`config.mk`:
```
export PLATFORM = sky130hd
export DESIGN_NAME = uart_tx_sequencer
export DESIGN_NICKNAME = d
export VERILOG_FILES = /design/src/rtl/uart_tx_sequencer.sv
export SDC_FILE = /design/constraint.sdc
export NUM_CORES = 1
export LEC_CHECK = 0
export ABC_AREA = 1
export BUFFER_PORTS_ARGS = -buffer_cell sky130_fd_sc_hd__buf_4
export CORE_UTILIZATION = 54
export CTS_CLUSTER_DIAMETER = 30
export DETAILED_ROUTE_END_ITERATION = 7
export PLACE_DENSITY_LB_ADDON = 0.3
export SYNTH_ARGS = -nofsm -noshare
export SYNTH_HDL_FRONTEND = slang
export SYNTH_SLANG_ARGS = --single-unit
```
`constraint.sdc`:
```
create_clock -name clk -period 1.8 [get_ports clk]
set_input_delay 0.36 -clock clk [delete_from_list [all_inputs] [get_ports clk]]
set_output_delay 0.36 -clock clk [all_outputs]
set_load 0.01 [all_outputs]
```
`src/rtl/uart_tx_sequencer.sv`:
```
// Pops 32-bit words from the UART TX FIFO and feeds their 1/2/4 valid bytes, LSB first,
// to a byte-wide transmitter over a start/busy handshake, with an acknowledge timeout.
module uart_tx_sequencer #(
  parameter int DATA_W      = 32,
  parameter int ACK_TIMEOUT = 4,
  parameter int CNT_W       = 16
) (
  input  logic              clk,
  input  logic              rst_n,
  input  logic              enable,
  input  logic              fifo_empty,
  output logic              fifo_rd_en,
  input  logic [DATA_W-1:0] fifo_rd_data,
  input  logic [1:0]        fifo_rd_strb,
  output logic [7:0]        tx_byte,
  output logic              tx_start,
  input  logic              tx_busy,
  output logic              word_done,
  output logic              tx_err,
  input  logic              err_clr,
  output logic              idle,
  output logic [CNT_W-1:0]  bytes_sent
);

  typedef enum logic [2:0] {
    S_IDLE,
    S_POP,
    S_LOAD,
    S_SEND,
    S_WAIT_ACK,
    S_WAIT_DONE
  } state_t;

  localparam logic [3:0] ACK_LIM = 4'(ACK_TIMEOUT);

  state_t            state_q, state_d;
  logic [DATA_W-1:0] shift_q, shift_d;
  logic [2:0]        remaining_q, remaining_d;
  logic [3:0]        tmo_q, tmo_d;
  logic              word_done_q, word_done_d;
  logic              tx_err_q, tx_err_d;
  logic [CNT_W-1:0]  bytes_sent_q, bytes_sent_d;
  logic              err_set;

  always_comb begin
    state_d      = state_q;
    shift_d      = shift_q;
    remaining_d  = remaining_q;
    tmo_d        = tmo_q;
    bytes_sent_d = bytes_sent_q;
    word_done_d  = 1'b0;
    err_set      = 1'b0;

    case (state_q)
      S_IDLE: begin
        if (enable && !fifo_empty) state_d = S_POP;
      end
      S_POP: begin
        state_d = S_LOAD;
      end
      S_LOAD: begin
        shift_d = fifo_rd_data;
        case (fifo_rd_strb)
          2'b01:   remaining_d = 3'd1;
          2'b10:   remaining_d = 3'd2;
          default: remaining_d = 3'd4;
        endcase
        state_d = S_SEND;
      end
      S_SEND: begin
        if (!tx_busy) begin
          tmo_d   = '0;
          state_d = S_WAIT_ACK;
        end
      end
      S_WAIT_ACK: begin
        if (tx_busy) begin
          state_d = S_WAIT_DONE;
        end else begin
          tmo_d = tmo_q + 4'd1;
          // Unacknowledged start: abandon the rest of this word without counting it.
          if (tmo_q + 4'd1 == ACK_LIM) begin
            err_set     = 1'b1;
            remaining_d = '0;
            state_d     = S_IDLE;
          end
        end
      end
      S_WAIT_DONE: begin
        if (!tx_busy) begin
          bytes_sent_d = bytes_sent_q + 1'b1;
          shift_d      = {8'h00, shift_q[DATA_W-1:8]};
          remaining_d  = remaining_q - 3'd1;
          if (remaining_q == 3'd1) begin
            word_done_d = 1'b1;
            state_d     = S_IDLE;
          end else begin
            state_d = S_SEND;
          end
        end
      end
      default: begin
        state_d = S_IDLE;
      end
    endcase

    // A new timeout in the same cycle as err_clr keeps the flag set.
    if (err_set)      tx_err_d = 1'b1;
    else if (err_clr) tx_err_d = 1'b0;
    else              tx_err_d = tx_err_q;
  end

  always_ff @(posedge clk or negedge rst_n) begin
    if (!rst_n) begin
      state_q      <= S_IDLE;
      shift_q      <= '0;
      remaining_q  <= '0;
      tmo_q        <= '0;
      word_done_q  <= 1'b0;
      tx_err_q     <= 1'b0;
      bytes_sent_q <= '0;
    end else begin
      state_q      <= state_d;
      shift_q      <= shift_d;
      remaining_q  <= remaining_d;
      tmo_q        <= tmo_d;
      word_done_q  <= word_done_d;
      tx_err_q     <= tx_err_d;
      bytes_sent_q <= bytes_sent_d;
    end
  end

  assign fifo_rd_en = (state_q == S_POP);
  assign idle       = (state_q == S_IDLE);
  assign tx_byte    = shift_q[7:0];
  assign tx_start   = (state_q == S_SEND) && !tx_busy;
  assign word_done  = word_done_q;
  assign tx_err     = tx_err_q;
  assign bytes_sent = bytes_sent_q;

endmodule

```
==> results of run 1 <==
report_power, final:
group / internal, mW / switching, mW
Combinational: 0.811 / 1.06
Clock: 0.814 / 0.555
Sequential: 1.83 / 0.324
Total: 3.45 / 1.94
layout make-up:
cell class	count	area, sq um	area share [%]
Clock buffer	10	137.6	3.504
Clock inverter	6	87.58	2.230
Inverter	42	157.7	4.014
Multi-Input combinational cell	271	1341	34.15
Sequential cell	60	1503	38.26
Tap cell	72	90.09	2.294
Timing Repair Buffer	76	610.6	15.55
worst min path at each step:
stage / start / endpoint / depth (start not counted)
6_report: err_clr / tx_err$_DFFE_PN0P_ / 2
5_1_grt: err_clr / tx_err$_DFFE_PN0P_ / 2
4_1_cts: err_clr / tx_err$_DFFE_PN0P_ / 2
3_5_place_dp: rst_n / bytes_sent[11]$_DFFE_PN0P_ / 1
3_3_place_gp: rst_n / bytes_sent[11]$_DFFE_PN0P_ / 1
2_1_floorplan: rst_n / bytes_sent[0]$_DFFE_PN0P_ / 0
through the flow:
stage                     utilization (%)   TNS (ns)  power (mW)  hold WS (ns)
after global placement              66.40          0       3.951        0.2928
after global routing                70.89  -0.009379       5.795        0.2106
after detailed placement            66.40          0       4.030        0.2989
after CTS                           70.64          0       5.410        0.2111
after floorplan                         -          0       3.550       0.06441
final                               70.89          0       5.395        0.2138
routing by layer:
| metal | share of wire [%] | vias to the layer above | track usage, % |
|---|---|---|---|
| met5 | 0 | - | 0 |
| met4 | 1.6 | 0 | 8.519 |
| met3 | 4.5 | 11 | 5.233 |
| met2 | 51 | 93 | 39.65 |
| met1 | 43 | 1264 | 28.67 |
| li1 | - | 1391 | - |
cells by family (layout without fill, tap and decap cells):
family,count (synthesis),in the layout,share of synthesized area [%]
adder cells (fa/ha/maj),6,6,2.389
AND/OR/NAND/NOR,191,191,25.05
flip-flops,60,60,47.79
AO/OA/AOI/OAI,66,66,12.86
XOR/XNOR,8,8,2.230
buffers and inverters,63,134,9.677
registers in the layout (all words and copies together) (netlist names):
name	count
state_q	3
shift_q	32
remaining_q	3
tx_err	1
word_done	1
bytes_sent	16
tmo_q	4
critical path: stages, from the launching register on:
cell and delay (ns):
dfrtp_2 0.47, inv_2 0.14, nand3_2 0.12, nor2_1 0.12
buf_4 0.13
timing repair:
item                                    4_1_cts  5_1_grt
buffers inserted                              0        1
hold endpoints to repair                     25        0
gates resized for setup                       0        3
hold buffers                                  1        0
endpoints found under the setup margin        0        2
layout by cell type (no fill, tap or decap), types with 2 or more instances in the layout:
master / Yosys / final
xnor2_1: 6 / 6
nand3_1: 12 / 11
inv_2: 3 / 4
clkbuf_8: 0 / 10
o21ai_0: 35 / 35
buf_12: 0 / 3
inv_1: 39 / 38
nand4_1: 5 / 5
nand2_1: 118 / 118
clkinvlp_4: 0 / 3
nor2_1: 47 / 47
buf_4: 10 / 72
a21oi_1: 9 / 9
nand3_2: 1 / 2
xor2_1: 2 / 2
o21ai_1: 2 / 2
dfrtp_1: 60 / 59
o211ai_1: 4 / 4
nand3b_1: 3 / 3
a31oi_1: 6 / 6
ha_1: 6 / 6
a31oi_2: 6 / 6
nor3_1: 2 / 2
bufinv_16: 0 / 2
==> out/qor.yml, run 1 <==
crit_fanout: 8
dieArea_sq_um: 6127
first_pass_iters: 4
timing.final.ws_setup_ns: 0.1207
postLayoutCellArea_sq_um: 3928
htree_levels: 3
ys_warn_count: 0
ys_seq_area_share_pct: 47.79
relSlewSlack_pct: 70.75
grt_pass1_wl_um: 10960
r2r-end: "bytes_sent[15]$_DFFE_PN0P_"
drv_cap: 0
cts_buffers: 9
hp-class: "input port to flop"
root_buffer: "clkbuf_8"
skew_ns: 0.009336
period_needed_ns: 1.679
synth.most_common_cell: "nand2_1"
ys_ff_latch: 60
cts_tree: "yes"
fillers: 466
num_io_pins: 69
dp_slack_ns: 0.1598
die_w_um: 78.28
synth_area_sq_um: 3142
reg2reg_depth: 7
cp-endpoint: "tx_start"
rsz0062_at_grt: "true"
synth_edf_count: 0
initial_core_util_pct: 56.71
layout.cells.non_filler: 537
async_flop_share_pct: 100.0
synth_top_area_share_pct: 47.79
detail_route.wl_per_cell_um: 12.33
gp_congestion: 0.8519
p_per_area_nw_per_um2: 1374
synth_nets: 440
critical_path_class: "flop to primary output"
placedCellCount: 519
die_y_um: 78.28
drc: 0
critPathLaunchType: "flop"
synth_cell_types: 31
ant_nets: 0
critPathLaunch: "state_q[2]$_DFFE_PN0P_"
clkTransAtPathRegs_ns: 0.07
avgSynthCellArea_sq_um: 7.974
synth_ff_type: "dfrtp_1"
ys_top_cells_by_count: "nand2_1 (118), dfrtp_1 (60), nor2_1 (47)"
drt-initial-drc-count: 140
synth_top_area_cell: "dfrtp_1"
diodes: 0
vdd_drop_max_v: 0.0007780
dp_hpwl_um: 4658
hold_viol_final: 0
grt_start_max_net_pins: 57
insertion_delay_ns: 0.34
vias_per_cell: 5.138
drt-total-wl_um: 6621
num_vias: 2759
syn_to_final_growth_pct: 25.01
crit_arrival_ns: 1.32
tightest_slew_ns: 0.4351
layout.nets: 506
r2r-start: "state_q[1]$_DFFE_PN0P_"
grt_usage_pct: 23.18
fmax_mhz: 595.5
cts.sinks: 60
synth_area_leaders: "dfrtp_1 (48%), nand2_1 (14%), nor2_1 (5.6%)"
core_area_sq_um: 5540
rows: 27
antenna_found_initial: 0
cts.path.max_buffers: 2
slew_viol_final: 0
leakage_nw: 1.860
required_ns: 1.44
setup_viol: 0
dpl_cell_area_sq_um: 3679
period_share_pct: 93.29
rrSetupSlack_ns: 0.13
drive_above_1_share_pct: 23.23
cp-end-kind: "primary output"
grt_overflow: 0
syn_inst: 394
status: "completed"
port_buffers: 68
grt_pass1_vias: 2616
Power figures use the tool's default switching activity.
==> run 2, diff against run 1 <==
--- a/config.mk
+++ b/config.mk
@@ -7,7 +7,9 @@
 export LEC_CHECK = 0
 export ABC_AREA = 1
 export BUFFER_PORTS_ARGS = -buffer_cell sky130_fd_sc_hd__buf_4
-export CORE_UTILIZATION = 54
+export CELL_PAD_IN_SITES_DETAIL_PLACEMENT = 0
+export CELL_PAD_IN_SITES_GLOBAL_PLACEMENT = 1
+export CORE_UTILIZATION = 39
 export CTS_CLUSTER_DIAMETER = 30
 export DETAILED_ROUTE_END_ITERATION = 7
 export PLACE_DENSITY_LB_ADDON = 0.3
==> run 2 against run 1 <==
Combinational power barely moved; utilization is 21 points lower; worst hold slack better by 0.0018 ns; clock power is 25% lower; sequential power barely moved; critical endpoint is now idle; largest power group unchanged.
==> out/qor.yml, run 2 (synthesis gave the netlist of run 1 again) <==
status: "completed"
initial_core_util_pct: 40.45  # -16 points
syn_to_final_growth_pct: 24.21
num_io_pins: 69  # unchanged
fillers: 799  # +71%
critPathLaunch: "state_q[1]$_DFFE_PN0P_"
leakage_nw: 1.835  # -1.4%
crit_chain: "nor2_1 > nand2_1 > inv_1 > buf_4"
drc: 0  # unchanged
relSlewSlack_pct: 65.17  # -5.6 points
critical_path_class: "flop to primary output"
num_vias: 2662  # -3.5%
period_needed_ns: 1.640  # -0.03933 ns
rsz0062_at_grt: "false"
root_buffer: "clkbuf_8"
slew_viol_final: 0  # unchanged
setup_tns_ns: 0  # unchanged
grt_pass1_vias: 2438  # -6.8%
p_per_area_nw_per_um2: 1296  # -5.6%
gp_congestion: 0.7813  # -8.3%
critPathLaunchType: "flop"
layout.cells.non_filler: 564  # +5.0%
cts.sinks: 60  # unchanged
placedCellCount: 549  # +5.8%
detail_route.wl_per_cell_um: 11.92  # -3.3%
drt-initial-drc-count: 101  # -28%
required_ns: 1.44  # about the same
topRoutingLayerUsed: "met4"
skew_ns: 0.009419  # +0.00008307 ns
drv_cap: 0  # unchanged
die_w_um: 91.76  # +17%
critPathTopFamily: "flip-flops"
fmax_mhz: 609.8  # +2.4%
final_cell_mix: "nand2_1 (118), buf_4 (71), dfrtp_1 (59), nor2_1 (47), inv_1 (38)"
rrSetupSlack_ns: 0.19  # +0.06 ns
hold_viol_final: 0  # unchanged
setup_viol: 0  # unchanged
post_cts_buffers: 0  # unchanged
grt_usage_pct: 17.15  # -6.0 points
core_area_sq_um: 7767  # +40%
worst-path-buf-inv: 2  # unchanged
vias_per_cell: 4.720  # -8.1%
diodes: 0  # unchanged
r2r-start: "state_q[1]$_DFFE_PN0P_"
cp-endpoint: "idle"
wl_met2_um: 3047  # -9.0%
top_register: "shift_q"
cts_buffers: 9  # unchanged
cts.path.max_buffers: 2  # unchanged
period_share_pct: 91.11  # -2.2 points
dieArea_sq_um: 8419  # +37%
largest_reg_flops: 32  # unchanged
dp_hpwl_um: 4923  # +5.7%
hp-class: "input port to flop"
insertion_delay_ns: 0.33  # about the same
ant_nets: 0  # unchanged
crit_arrival_ns: 1.28  # -0.04 ns
cp-end-kind: "primary output"
antenna_found_initial: 0  # unchanged
crit_cells: 4  # unchanged
reg2reg_depth: 7  # unchanged
r2r-end: "bytes_sent[15]$_DFFE_PN0P_"
port_buffers: 68  # unchanged
tightest_slew_ns: 0.5180  # +0.08291 ns
clkTransAtPathRegs_ns: 0.06  # about the same
rows: 32  # +19%
slowest_delay_ns: 0.45  # -0.02 ns
cts_tree: "yes"
slowest_stage: "dfrtp_1"
layout.nets: 506  # unchanged
drt-total-wl_um: 6722  # +1.5%
grt_overflow: 0  # unchanged
drt-met1-wl_um: 3281  # +14%
htree_levels: 3  # unchanged
grt_pass1_wl_um: 11300  # +3.0%
dr_wl_met3_um: 315  # +4.7%
drive_above_1_share_pct: 22.73  # -0.50 points
crit_fanout: 8  # unchanged
mostFrequentLayoutCell: "nand2_1"
first_pass_iters: 4  # unchanged
die_y_um: 91.76  # +17%
grt_start_max_net_pins: 57  # unchanged
vdd_drop_max_v: 0.0005181  # -33%
-- run 2: cell count changes in the layout (fill, tap and decap cells not counted), sizes merged --
cell / delta
bufinv: -2
clkinvlp: -2
buf: -1
clkbuf: +1
nor2: +1
-- run 2: routing by layer --
layer	vias up	GRT usage, %
li1	1381	-
met1	1208	24.04
met2	66	25.56
met3	7	3.234
met4	0	8.203
met5	-	0
-- run 2: what timing repair did --
action,4_1_cts,5_1_grt
pin swaps,0,1
resized for setup,1,2
hold buffers,1,0
endpoints found under the setup margin,1,2
hold endpoints to repair,28,0
cloned,0,1
-- run 2: power breakdown --
part	total [mW]	internal, mW	switching [mW]	leakage [nW]
registers	2.15	1.83	0.319	0.742
clock network	1.03	0.549	0.485	0.0831
logic	1.88	0.810	1.07	1.01
-- run 2: worst reg2reg max path, cell delays in order (launching register included) --
cell	delay [ns]
dfrtp_1	0.45
inv_2	0.14
nand3_2	0.21
nor2_4	0.24
nand3_1	0.19
nor2_1	0.16
nand3_1	0.08
nand2_1	0.08
-- run 2: final cells by class --
class / count / area, sq um / area share (%)
clock buffers: 11 / 151.4 / 3.879
clock inverters: 2 / 12.51 / 0.3206
inverters: 42 / 157.7 / 4.040
multi-input cells: 272 / 1348 / 34.53
flip-flops and latches: 60 / 1503 / 38.51
well taps: 102 / 127.6 / 3.270
repair buffers: 75 / 603.1 / 15.45
-- run 2: how the worst min path moves through the flow --
| stage | to | from | cells after the start |
|---|---|---|---|
| 5_1_grt | tx_err$_DFFE_PN0P_ | err_clr | 2 |
| 3_5_place_dp | bytes_sent[11]$_DFFE_PN0P_ | rst_n | 1 |
| 6_report | tx_err$_DFFE_PN0P_ | err_clr | 2 |
| 3_3_place_gp | bytes_sent[11]$_DFFE_PN0P_ | rst_n | 1 |
| 2_1_floorplan | bytes_sent[0]$_DFFE_PN0P_ | rst_n | 0 |
| 4_1_cts | tx_err$_DFFE_PN0P_ | err_clr | 2 |
-- run 2: per-stage QoR --
| stage | worst slack (ns) | area [sq um] | util (%) | hold slack [ns] | power, mW |
|---|---|---|---|---|---|
| final | 0.1600 | 3902 | 50.24 | 0.2156 | 5.059 |
| after global placement | 0.2281 | 3716 | 47.84 | 0.3225 | 3.995 |
| after global routing | 0.02992 | 3902 | 50.24 | 0.1966 | 5.499 |
| after CTS | 0.05461 | 3890 | 50.08 | 0.1988 | 5.112 |
| after detailed placement | 0.1528 | 3716 | 47.84 | 0.3262 | 4.054 |
| after floorplan | 0.3281 | 3142 | - | 0.06441 | 3.550 |
==> run 3, diff against run 2 <==
--- a/config.mk
+++ b/config.mk
@@ -13,6 +13,7 @@
 export CTS_CLUSTER_DIAMETER = 30
 export DETAILED_ROUTE_END_ITERATION = 7
 export PLACE_DENSITY_LB_ADDON = 0.3
+export RECOVER_POWER = 100
 export SYNTH_ARGS = -nofsm -noshare
 export SYNTH_HDL_FRONTEND = slang
 export SYNTH_SLANG_ARGS = --single-unit
==> run 3 against run 2 <==
Sequential cell count stayed put; first-iteration DRC count is 12% lower; final cell count stayed put; count of clock-buffer cells in the layout stayed put; via count hardly changed; clock skew hardly changed; die area stayed put; fmax is 2.0% lower; global-route usage stayed put; setup slack worse by 0.034 ns; clock power hardly changed; critical path type unchanged.
==> out/qor.yml, run 3 (synthesis gave the netlist of run 1 again) <==
status: "completed"
layout.nets: 506  # unchanged
port_buffers: 68  # unchanged
drt-initial-drc-count: 89  # -12%
hold_viol_final: 0  # unchanged
setup_viol: 0  # unchanged
crit_arrival_ns: 1.31  # +0.03 ns
die_w_um: 91.76  # unchanged
cts.path.max_buffers: 2  # unchanged
setup_tns_ns: 0  # unchanged
hp-class: "input port to flop"
cts_tree: "yes"
clkTransAtPathRegs_ns: 0.06  # about the same
post_cts_buffers: 0  # unchanged
gp_congestion: 0.7813  # unchanged
first_pass_iters: 4  # unchanged
grt_pass1_vias: 2438  # unchanged
grt_start_max_net_pins: 57  # unchanged
grt_usage_pct: 17.15  # unchanged
htree_levels: 3  # unchanged
top_register: "shift_q"
drv_cap: 0  # unchanged
core_area_sq_um: 7767  # unchanged
skew_ns: 0.009614  # +0.0001948 ns
cts_buffers: 9  # unchanged
rows: 32  # unchanged
detail_route.wl_per_cell_um: 12.03  # +0.91%
critical_path_class: "flop to primary output"
slowest_stage: "dfrtp_1"
crit_fanout: 8  # unchanged
cp-end-kind: "primary output"
largest_reg_flops: 32  # unchanged
slowest_delay_ns: 0.45  # about the same
antenna_found_initial: 0  # unchanged
num_vias: 2661  # -0.038%
vdd_drop_max_v: 0.0005186  # about the same
dieArea_sq_um: 8419  # unchanged
timing.final.ws_setup_ns: 0.1264  # -0.03368 ns
ant_nets: 0  # unchanged
mostFrequentLayoutCell: "nand2_1"
dp_slack_ns: 0.1528  # unchanged
p_per_area_nw_per_um2: 1303  # +0.55%
syn_to_final_growth_pct: 20.23
rsz0062_at_grt: "false"
leakage_nw: 1.726  # -5.9%
num_io_pins: 69  # unchanged
postLayoutCellArea_sq_um: 3777  # -3.2%
diodes: 0  # unchanged
slew_viol_final: 0  # unchanged
drive_above_1_share_pct: 15.80  # -6.9 points
period_needed_ns: 1.674  # +0.03368 ns
critPathLaunchType: "flop"
drc: 0  # unchanged
die_y_um: 91.76  # unchanged
dp_hpwl_um: 4923  # unchanged
grt_pass1_wl_um: 11300  # unchanged
required_ns: 1.44  # about the same
period_share_pct: 92.98  # +1.9 points
grt_overflow: 0  # unchanged
root_buffer: "clkbuf_8"
dpl_cell_area_sq_um: 3716  # unchanged
insertion_delay_ns: 0.33  # about the same
relSlewSlack_pct: 47.92  # -17 points
drt-total-wl_um: 6783  # +0.91%
tightest_slew_ns: 0.7812  # +0.2632 ns
crit_chain: "nor2_1 > nand2_1 > inv_1 > clkbuf_1"
final_cell_mix: "nand2_1 (119), dfrtp_1 (60), nor2_1 (48), buf_4 (42), inv_1 (38)"
fmax_mhz: 597.5  # -2.0%
initial_core_util_pct: 40.45  # unchanged
vias_per_cell: 4.718  # about the same
cts.sinks: 60  # unchanged
-- run 3: worst max-delay path: cells and delay by family (launching register included) --
| family | cells | cell delay, ns |
|---|---|---|
| and+or+nand+nor | 2 | 0.32 |
| buffers and inverters | 2 | 0.21 |
| DFF | 1 | 0.45 |
-- run 3: final cells by class --
type / count / area (sq um)
timing repair buffer: 75 / 495.5
tap: 102 / 127.6
inverter: 42 / 157.7
multi-input combinational: 272 / 1331
clock buffer: 11 / 151.4
sequential: 60 / 1501
clock inverter: 2 / 12.51
fill: 825 / 3990
-- run 3: report_power, final --
| part | switching [mW] | internal [mW] |
|---|---|---|
| Sequential | 0.311 | 1.83 |
| Clock | 0.484 | 0.549 |
| Combinational | 1.06 | 0.689 |
-- run 3: stage by stage --
| stage | total power [mW] | util (%) | hold WS (ns) | instances |
|---|---|---|---|---|
| after CTS | 5.112 | 50.08 | 0.1988 | 563 |
| after global placement | 3.995 | 47.84 | 0.3225 | 549 |
| after detailed placement | 4.054 | 47.84 | 0.3262 | 549 |
| after floorplan | 3.550 | - | 0.06441 | 394 |
| final | 4.924 | 48.63 | 0.2150 | 564 |
| after global routing | 5.358 | 48.63 | 0.1966 | 564 |
-- run 3: metal layers --
layer	GRT usage [%]	vias up	part of all wire, %
met3	3.234	9	4.1
met4	8.203	0	1.5
met2	25.56	51	45
li1	-	1380	-
met5	0	-	0
met1	24.04	1221	50
-- run 3: timing repair --
action                                  4_1_cts  5_1_grt
resized for setup                             1        2
gates cloned                                  0        1
pin swaps                                     0        1
endpoints found under the hold margin        28        0
hold buffers                                  1        0
endpoints found under the setup margin        1        2
-- run 3: path summary, 6_finish.rpt --
path                                                    to                        from  slack [ns]  cells past startpoint
max in group asynchronous          shift_q[18]$_DFFE_PN0P_                       rst_n        0.53                      3
min in group asynchronous       bytes_sent[11]$_DFFE_PN0P_                       rst_n        0.64                      2
worst max register to register  bytes_sent[15]$_DFFE_PN0P_      state_q[1]$_DFFE_PN0P_        0.22                      7
worst min register to register  remaining_q[1]$_DFFE_PN0P_  remaining_q[1]$_DFFE_PN0P_        0.49                      2
worst min-delay path                    tx_err$_DFFE_PN0P_                     err_clr        0.22                      2
worst max-delay path                                  idle      state_q[1]$_DFFE_PN0P_        0.13                      4
